**config.mk**
```make
export PLATFORM = sky130hd
export DESIGN_NAME = linked_list_mqueue
export DESIGN_NICKNAME = d
export VERILOG_FILES = /design/src/rtl/linked_list_mqueue.sv
export SDC_FILE = /design/constraint.sdc
export NUM_CORES = 2
export LEC_CHECK = 0
export ABC_AREA = 1
export CORE_UTILIZATION = 30
export CTS_BUF_LIST = sky130_fd_sc_hd__clkbuf_4
export DETAILED_ROUTE_END_ITERATION = 12
export PLACE_DENSITY = 0.44
export SYNTH_ARGS = -nofsm -noshare
export SYNTH_HDL_FRONTEND = slang
export SYNTH_SLANG_ARGS = --single-unit
```
**constraint.sdc**
```tcl
create_clock -name clk -period 11.55 [get_ports clk]
set_input_delay 2.31 -clock clk [delete_from_list [all_inputs] [get_ports clk]]
set_output_delay 2.31 -clock clk [all_outputs]
set_load 0.005 [all_outputs]
```
**src/rtl/linked_list_mqueue.sv**
```systemverilog
// linked_list_mqueue
//   QUEUES independent FIFOs that share one pool of DEPTH linked-list nodes.
//   Each queue keeps a sentinel node at its tail, so DEPTH-QUEUES entries are
//   usable. After reset the block spends DEPTH cycles (INIT) threading the
//   free list, then raises ready.
//
// Ports
//   clk, rst          clock (rising edge), async active-low reset
//   push, push_q, d   enqueue d onto queue push_q
//   pop, pop_q        dequeue from queue pop_q
//   q, q_valid        popped data, valid the cycle after an accepted pop
//   ready             INIT done, requests honoured
//   empty, count      per-queue flags / occupancy (queue i at [i*CW +: CW])
//   free_count, full, almost_full   free-pool status
//   err_clr, overflow, underflow    sticky reject flags and their clear
module linked_list_mqueue #(
  parameter int WIDTH     = 8,
  parameter int DEPTH     = 64,
  parameter int QUEUES    = 8,
  parameter int AF_MARGIN = 2,
  localparam int AW = $clog2(DEPTH),
  localparam int QW = $clog2(QUEUES),
  localparam int CW = AW + 1
) (
  input  logic                 clk,
  input  logic                 rst,
  input  logic                 push,
  input  logic [QW-1:0]        push_q,
  input  logic [WIDTH-1:0]     d,
  input  logic                 pop,
  input  logic [QW-1:0]        pop_q,
  output logic [WIDTH-1:0]     q,
  output logic                 q_valid,
  output logic                 ready,
  output logic [QUEUES-1:0]    empty,
  output logic [QUEUES*CW-1:0] count,
  output logic [CW-1:0]        free_count,
  output logic                 full,
  output logic                 almost_full,
  input  logic                 err_clr,
  output logic                 overflow,
  output logic                 underflow
);

  typedef enum logic {S_INIT, S_RUN} state_t;

  state_t           r_state, w_state_nxt;
  logic [AW-1:0]    r_init_cnt;

  logic [WIDTH-1:0] r_data [DEPTH];
  logic [AW-1:0]    r_next [DEPTH];

  logic [AW-1:0]    r_head [QUEUES];
  logic [AW-1:0]    r_tail [QUEUES];
  logic [AW-1:0]    r_free_head;
  logic [CW-1:0]    r_count [QUEUES];
  logic [CW-1:0]    r_free_count;
  logic [WIDTH-1:0] r_q;
  logic             r_q_valid, r_ovf, r_unf;

  logic             w_ready, w_pop_acc, w_push_acc;
  logic [QUEUES-1:0] w_empty;
  logic [AW-1:0]    w_pop_node, w_pop_next, w_push_tail, w_new_node, w_free_next;

  // ---------------- FSM ----------------
  always_ff @(posedge clk or negedge rst) begin
    if (!rst) r_state <= S_INIT;
    else      r_state <= w_state_nxt;
  end

  always_comb begin
    w_state_nxt = r_state;
    if (r_state == S_INIT && r_init_cnt == AW'(DEPTH - 1)) w_state_nxt = S_RUN;
  end

  always_ff @(posedge clk or negedge rst) begin
    if (!rst)                  r_init_cnt <= '0;
    else if (r_state == S_INIT) r_init_cnt <= r_init_cnt + 1'b1;
  end

  // ---------------- request decode ----------------
  assign w_ready = (r_state == S_RUN);

  for (genvar gi = 0; gi < QUEUES; gi++) begin : g_q
    assign w_empty[gi]            = (r_count[gi] == '0);
    assign count[gi*CW +: CW]     = r_count[gi];
  end

  // Pop is judged on the pre-edge occupancy, so a push to an empty queue in
  // the same cycle cannot satisfy it.
  assign w_pop_acc  = w_ready & pop & ~w_empty[pop_q];
  // A same-cycle pop frees a node, so a push is allowed even with no free node.
  assign w_push_acc = w_ready & push & ((r_free_count != '0) | w_pop_acc);

  assign w_pop_node  = r_head[pop_q];
  assign w_pop_next  = r_next[w_pop_node];
  assign w_push_tail = r_tail[push_q];
  assign w_free_next = r_next[r_free_head];
  // The popped node becomes the new sentinel directly; free list untouched.
  assign w_new_node  = w_pop_acc ? w_pop_node : r_free_head;

  // ---------------- RAMs (not reset) ----------------
  // One next-pointer write per cycle: INIT threading, push link, or
  // returning a popped node to the front of the free list.
  always_ff @(posedge clk) begin
    if (r_state == S_INIT)  r_next[r_init_cnt]  <= r_init_cnt + 1'b1;
    else if (w_push_acc)    r_next[w_push_tail] <= w_new_node;
    else if (w_pop_acc)     r_next[w_pop_node]  <= r_free_head;
    if (w_push_acc)         r_data[w_push_tail] <= d;
  end

  // ---------------- pointers ----------------
  always_ff @(posedge clk or negedge rst) begin
    if (!rst) begin
      for (int i = 0; i < QUEUES; i++) begin
        r_head[i] <= AW'(i);
        r_tail[i] <= AW'(i);
      end
      r_free_head <= AW'(QUEUES);
    end else if (r_state == S_INIT) begin
      for (int i = 0; i < QUEUES; i++) begin
        r_head[i] <= AW'(i);
        r_tail[i] <= AW'(i);
      end
      r_free_head <= AW'(QUEUES);
    end else begin
      if (w_pop_acc)  r_head[pop_q]  <= w_pop_next;
      if (w_push_acc) r_tail[push_q] <= w_new_node;
      if (w_push_acc && !w_pop_acc)      r_free_head <= w_free_next;
      else if (w_pop_acc && !w_push_acc) r_free_head <= w_pop_node;
    end
  end

  // ---------------- occupancy ----------------
  always_ff @(posedge clk or negedge rst) begin
    if (!rst) begin
      for (int i = 0; i < QUEUES; i++) r_count[i] <= '0;
      r_free_count <= CW'(DEPTH - QUEUES);
    end else begin
      for (int i = 0; i < QUEUES; i++) begin
        if (w_push_acc && push_q == QW'(i) && !(w_pop_acc && pop_q == QW'(i)))
          r_count[i] <= r_count[i] + 1'b1;
        else if (w_pop_acc && pop_q == QW'(i) && !(w_push_acc && push_q == QW'(i)))
          r_count[i] <= r_count[i] - 1'b1;
      end
      if (w_push_acc && !w_pop_acc)      r_free_count <= r_free_count - 1'b1;
      else if (w_pop_acc && !w_push_acc) r_free_count <= r_free_count + 1'b1;
    end
  end

  // ---------------- read data and sticky errors ----------------
  always_ff @(posedge clk or negedge rst) begin
    if (!rst) begin
      r_q       <= '0;
      r_q_valid <= 1'b0;
      r_ovf     <= 1'b0;
      r_unf     <= 1'b0;
    end else begin
      if (w_pop_acc) r_q <= r_data[w_pop_node];
      r_q_valid <= w_pop_acc;
      r_ovf <= (r_ovf & ~err_clr) | (w_ready & push & ~w_push_acc);
      r_unf <= (r_unf & ~err_clr) | (w_ready & pop & ~w_pop_acc);
    end
  end

  assign q           = r_q;
  assign q_valid     = r_q_valid;
  assign ready       = w_ready;
  assign empty       = w_empty;
  assign free_count  = r_free_count;
  assign full        = (r_free_count == '0);
  assign almost_full = (r_free_count <= CW'(AF_MARGIN));
  assign overflow    = r_ovf;
  assign underflow   = r_unf;

endmodule

```
Yosys cells after proc, flatten, opt, wreduce, memory -nomap -nowiden
Memory sizes are Yosys's and may differ from the RTL's. A register that Yosys moved wholly into a read port is not among the register bits.
Cells that the tools add are included.
Cells by class
  bitwise operators: 18
  magnitude comparators: 6
  eq/ne operators: 18
  add/subtract/negate cells: 19
  reduce and logical (&&, ||, !) cells: 79
  mux-type cells: 55
Operators by type and width (number)
  $mux 48: 4
  $mux 7: 18
  $bwmux 48: 2
  $mux 6: 14
  $add 7x1->7 const B: 9
  $logic_not 7->1: 9
  $sub 7x1->7 const B: 9
  $logic_and 1x1->1: 37
  $bmux 6 s3: 2
  $demux 6 s3: 2
  $eq 3x3->1 const B: 8
  $logic_not 1->1: 19
  $reduce_bool 2->1: 9
  $eq 3x2->1 const B: 4
  $mux 1: 12
  $reduce_or 6->1: 2
  $and 1x1->1: 8
  $ge 4x4->1 const B: 2
  $lt 4x1->1 const B: 2
  $not 3->4: 2
  $le 7x2->1 const B: 1
  $reduce_bool 7->1: 1
  $add 6x1->6 const B: 1
  $eq 3x1->1 const B: 2
  other kinds (8): 16
Storage, ports and cells
  bits in writable memories: 896
  logic and storage cells: 228
  memories: 2
  flip-flop bits (word level): 175
Memory list
  r_data: words 64, width 8, read ports 1, clocked after Yosys merged registers in 1, wr ports 1, RTL line 50  | logic [WIDTH-1:0] r_data [DEPTH];
  r_next: words 64, width 6, read ports 2, clocked after Yosys merged registers in 0, wr ports 1, RTL line 51  | logic [AW-1:0] r_next [DEPTH];

Longest topological paths before layout
  depth in word-level cells: 13
  depth in mapped cells: 27

Worst setup path after synthesis
OpenSTA, ideal clock, no wires.
  path kind: input-to-reg
  start: in pop_q[0]
  end: mem r_next[0][1] in the netlist's numbering (data pin)
  data required time: 10.848 ns
  data arrival time: 6.946 ns
  cell stages on the path: 18
  setup slack: 3.902 ns
  cell sequence: buf_4 > nor2_1 > buf_4 > nand3_1 > nand2_1 > nor2_1 > nand2_1 > nand2_1 > nand2_4 > nand2_4 > nand2_4 > buf_6 > buf_2 > ha_1 > nand2_1 > buf_1 > clkbuf_1 > o21ai_0
Between the ends
  word-level cells in the longest chain between the ends: 12
  elaborated cells between the ends (all ways): 22
  classes of those cells: mux (15); bitwise (5); reduce/logical (2)
RTL lines
  from (decl): RTL line 31  | input logic [QW-1:0] pop_q,
  $bmux 1 s3: RTL line 91  | assign w_pop_acc = w_ready & pop & ~w_empty[pop_q];
  $mux 1 (not written as such): RTL line 91
  $not 1->1: RTL line 91
  $and 1x1->1: RTL line 91
  $or 1x1->1: RTL line 93  | assign w_push_acc = w_ready & push & ((r_free_count != '0) | w_pop_acc);
  $and 1x1->1: RTL line 93
  $mux 1: RTL line 107  | else if (w_push_acc) r_next[w_push_tail] <= w_new_node;
  $mux 1: RTL line 106  | if (r_state == S_INIT) r_next[r_init_cnt] <= r_init_cnt + 1'b1;
  $mux 1 (not written as such): RTL line 107
  $reduce_or 6->1 (no line)
  $mux 6 (no line)
  $mux 6 (no line) *
  to (decl): RTL line 51
Mark *: on every way between the ends. The rest lies on a longest branch, timed or not. The select of a mux whose other input is x is not followed.

Worst setup path after layout
  start: in pop_q[0]
  end: mem r_next[44][4] in the netlist's numbering, enable pin
Between the ends
  word-level cells in the longest chain between the ends: 12
  elaborated cells between the ends (all ways): 23
  classes of those cells: mux (16); bitwise (5); reduce/logical (2)
RTL lines (RTL line)
  $bmux 1 s3: 91
  $mux 1 (not written as such): 91
  $not 1->1: 91
  $and 1x1->1: 91
  $or 1x1->1: 93
  $and 1x1->1: 93
  $mux 1: 107
  $mux 1: 106
  $mux 1 (not written as such): 107
  $reduce_or 6->1 (no line)
  $mux 6 (no line) or $mux 1 (tied branches) (2 in series)
Several ways; a longest one is shown, not always the timed one. The select of a mux whose other input is x is not followed.

==> flow_summary_export.csv <==
group,metric,value,unit
global_routing,met3_usage,0.0423,
die,fp.dieH,417,um
die,dieArea,174000,um^2
logic_synthesis,synth-async-reset-ratio,0.170,
global_routing,grt_pass1_wl,271,mm
timing,fin_crit,6.62,ns
die,die_x,417,um
setup_path,crit_path_cell_trace,"clkdlybuf4s50_1, inv_1, nor2_1, a21oi_1, nand2_1, nand2_1, nand2_4, inv_2, ha_1, nand2_1, buf_4, inv_1, nand2_1, nand2_2, inv_2, nand4_2, nor2_1",
setup_path,cp_max_fo,24,
clock_network,cts_resized,0,
logic_synthesis,synth_top_cell_by_area,"edfxtp_1",
placed_design,io_buffers,103,
clock_network,clk_latency,1.40,ns
setup_path,critPathLaunchType,"input pin",
die,rows,151,
drt,drtPass1Iterations,7,
clock_network,cts_tree,"done",
placed_design,dp_hpwl,107,mm
die,io_pins,104,
global_routing,antenna_found_initial,4,
power_and_ir_drop,p_leak,22.6,nW
logic_synthesis,synth_seq_cells,1079,
cells_and_area,seq_area,31500,um^2
clock_network,cts_buffer_depth,4,
setup_path,crit_type,"in -> reg",
timing,finalMaxSlewViolations,0,
timing,min_period_over_period,0.574,
logic_synthesis,synth_ff_type,"edfxtp_1",
setup_path,critPathLaunch,"pop_q[0]",
logic_synthesis,netlist.area_leader.share,0.521,
setup_path,cp_slowest_cell,"nor2_1",
logic_synthesis,synth_commonest_cells,"nand2_1, nand3_1, edfxtp_1",
global_routing,grt_usage,0.207,
setup_path,critPathTopFamily,"simple AND/OR/NAND/NOR gates",
timing,setup-violations-final,0,
timing,timing.final.ws_setup,4.93,ns
timing,max_slew_margin,0.210,
setup_path,crit_arrival,7.49,ns
drt,viasPerCell,5.15,
placed_design,routabilityCongestion,0.851,
drt,drcViolationCount,0,
placed_design,placed_area,54800,um^2
timing,fmax,151,MHz
logic_synthesis,synth_edf_count,896,
logic_synthesis,syn-num-nets,5402,
setup_path,path_buf_inv,6,
setup_path,rr_startpoint,"count[21]",
logic_synthesis,yosysMostFrequentCell,"nand2_1",
logic_synthesis,yosysWarnings,0,
worst_hold_path,min-delay-start,"r_head[27]",
power_and_ir_drop,p_per_area,144,nW/um^2
global_routing,grt-ovfl-total,0,
logic_synthesis,ys_top_cells_by_area,"edfxtp_1, nand2_1, nand3_1",
timing,tightest_slew,1.18,ns
power_and_ir_drop,vdd_drop_max,0.108,mV
cells_and_area,fin_nets,5579,
setup_path,critPathMostFrequentCell,"nand2_1",
drt,num_vias,41300,
clock_network,clk_pin_slew,0.06,ns
timing,hold_violations,0,
timing,setup_tns,0,ns
outcome,status,"completed",
global_routing,gr-usage-met2,0.325,
clock_network,cts_setup_buffers,0,
global_routing,globalRouteMet1Util,0.280,
drt,antenna_left,0,
job,cap_violations,0,
global_routing,grt_busiest_layer,"met2",
clock_network,h-tree-depth,5,
logic_synthesis,yosysSeqAreaShare,0.610,
setup_path,crit_required,12.41,ns
cells_and_area,drive_gt1_frac,0.118,
die,coreArea,170000,um^2
timing,rsz0062_at_grt,"false",
global_routing,grt_max_degree,167,
setup_path,max_stage_delay,0.71,ns
global_routing,grt_pass1_vias,40400,
logic_synthesis,synth_cells,5312,
die,initial_core_util,0.304,
setup_path,endpoint_kind,"register",
drt,post_drt_wl_per_cell,22.7,um
placed_design,pre_cts_ws,3.72,ns
clock_network,cts_sinks,1079,
worst_hold_path,hp-class,"reg -> reg",
clock_network,hold_buffers,0,
drt,totalWireLength,182,mm
logic_synthesis,syn_area_per_cell,9.73,um^2
clock_network,cts_root_buf,"clkbuf_4",
logic_synthesis,synth_cell_types,50,
drt,drt_iter0_drc,4320,
logic_synthesis,syn_area,51700,um^2
cells_and_area,syn_to_final_growth,13.9,%
cells_and_area,multi_input_area,17400,um^2
clock_network,cts_buffers,329,
cells_and_area,fillers,17400,
timing,skew,0.169,ns
cells_and_area,final_area,58800,um^2
-- cells in the final DEF, fill, tap and decap left out, drive strengths merged, types with 94 or more instances in the layout --
master         Yosys  final
nand2           1247   1247
clkdlybuf4s50      0     94
o21ai            267    267
a21oi            108    108
nor2             437    437
edfxtp           896    896
inv              411    420
o211ai           120    120
dfrtp            155    155
nand3            937    937
o22ai            113    113
clkbuf           154    487
-- path summary, 6_finish.rpt --
check / slack [ns] / endpoint / cells after the start
max in group asynchronous: 8.54 / r_tail[22] / 3
min reg2reg: 0.48 / r_head[27] / 2
max: 4.93 / r_next[44][4] / 17
min in group asynchronous: 0.96 / count[42] / 1
max reg2reg: 6.36 / r_next[44][4] / 17
min: 0.48 / r_head[27] / 2
-- cell type report --
type                       instances  share of cell area
sequential                      1079               0.536
multi-input combinational       3505               0.295
clock buffer                     486              0.0620
tap                             2295              0.0488
inverter                         414              0.0267
timing repair buffer             160              0.0250
clock inverter                    82             0.00593
antenna                            3            0.000128
-- sequential cells by signal, summed over array words and instances, names as in the netlist --
signal and count:
count 56, free_count 7, overflow 1, q 8, q_valid 1, r_data 512, r_free_head 6, r_head 48
r_init_cnt 6, r_next 384, r_tail 48, ready 1, underflow 1
-- power by group --
part	switching (mW)	internal [mW]
Clock	1.74	1.94
Combinational	0.473	0.144
Sequential	0.0000000000000000178	4.19
Total	2.21	6.27
-- worst min-delay path, stage by stage, from the launching register on --
cell     delay (ns)
dfrtp_1        0.34
nand2_1        0.05
nand2_1        0.06
-- per-layer routing --
layer,wire length [um],vias up
met5,13,-
met4,6210,2
met3,12000,367
met2,83300,1680
met1,80500,20300
li1,-,19000
-- kinds of logic (layout without fill, tap and decap cells) --
| kind of cell | count (synthesis) | count (layout) | share of synthesized area |
|---|---|---|---|
| other | 0 | 3 | 0 |
| buffers and inverters | 728 | 1142 | 0.0569 |
| DFF | 1079 | 1079 | 0.610 |
| AOI/OAI and AO/OA | 674 | 674 | 0.0777 |
| xor gates and xnor gates | 24 | 24 | 0.00407 |
| and+or+nand+nor | 2736 | 2736 | 0.233 |
| adders and majority gates | 71 | 71 | 0.0185 |
-- stage by stage --
stage	hold WS (ns)	power (mW)	cells	util
4_1_cts	0.487	8.60	8021	0.346
5_1_grt	0.502	8.87	8024	0.346
3_5_place_dp	0.470	4.89	7453	0.322
6_report	0.481	8.49	8024	0.346
3_3_place_gp	0.466	4.89	7453	0.322
2_1_floorplan	0.449	4.64	5312	-
Note: power is estimated with default switching activity, not from simulation.
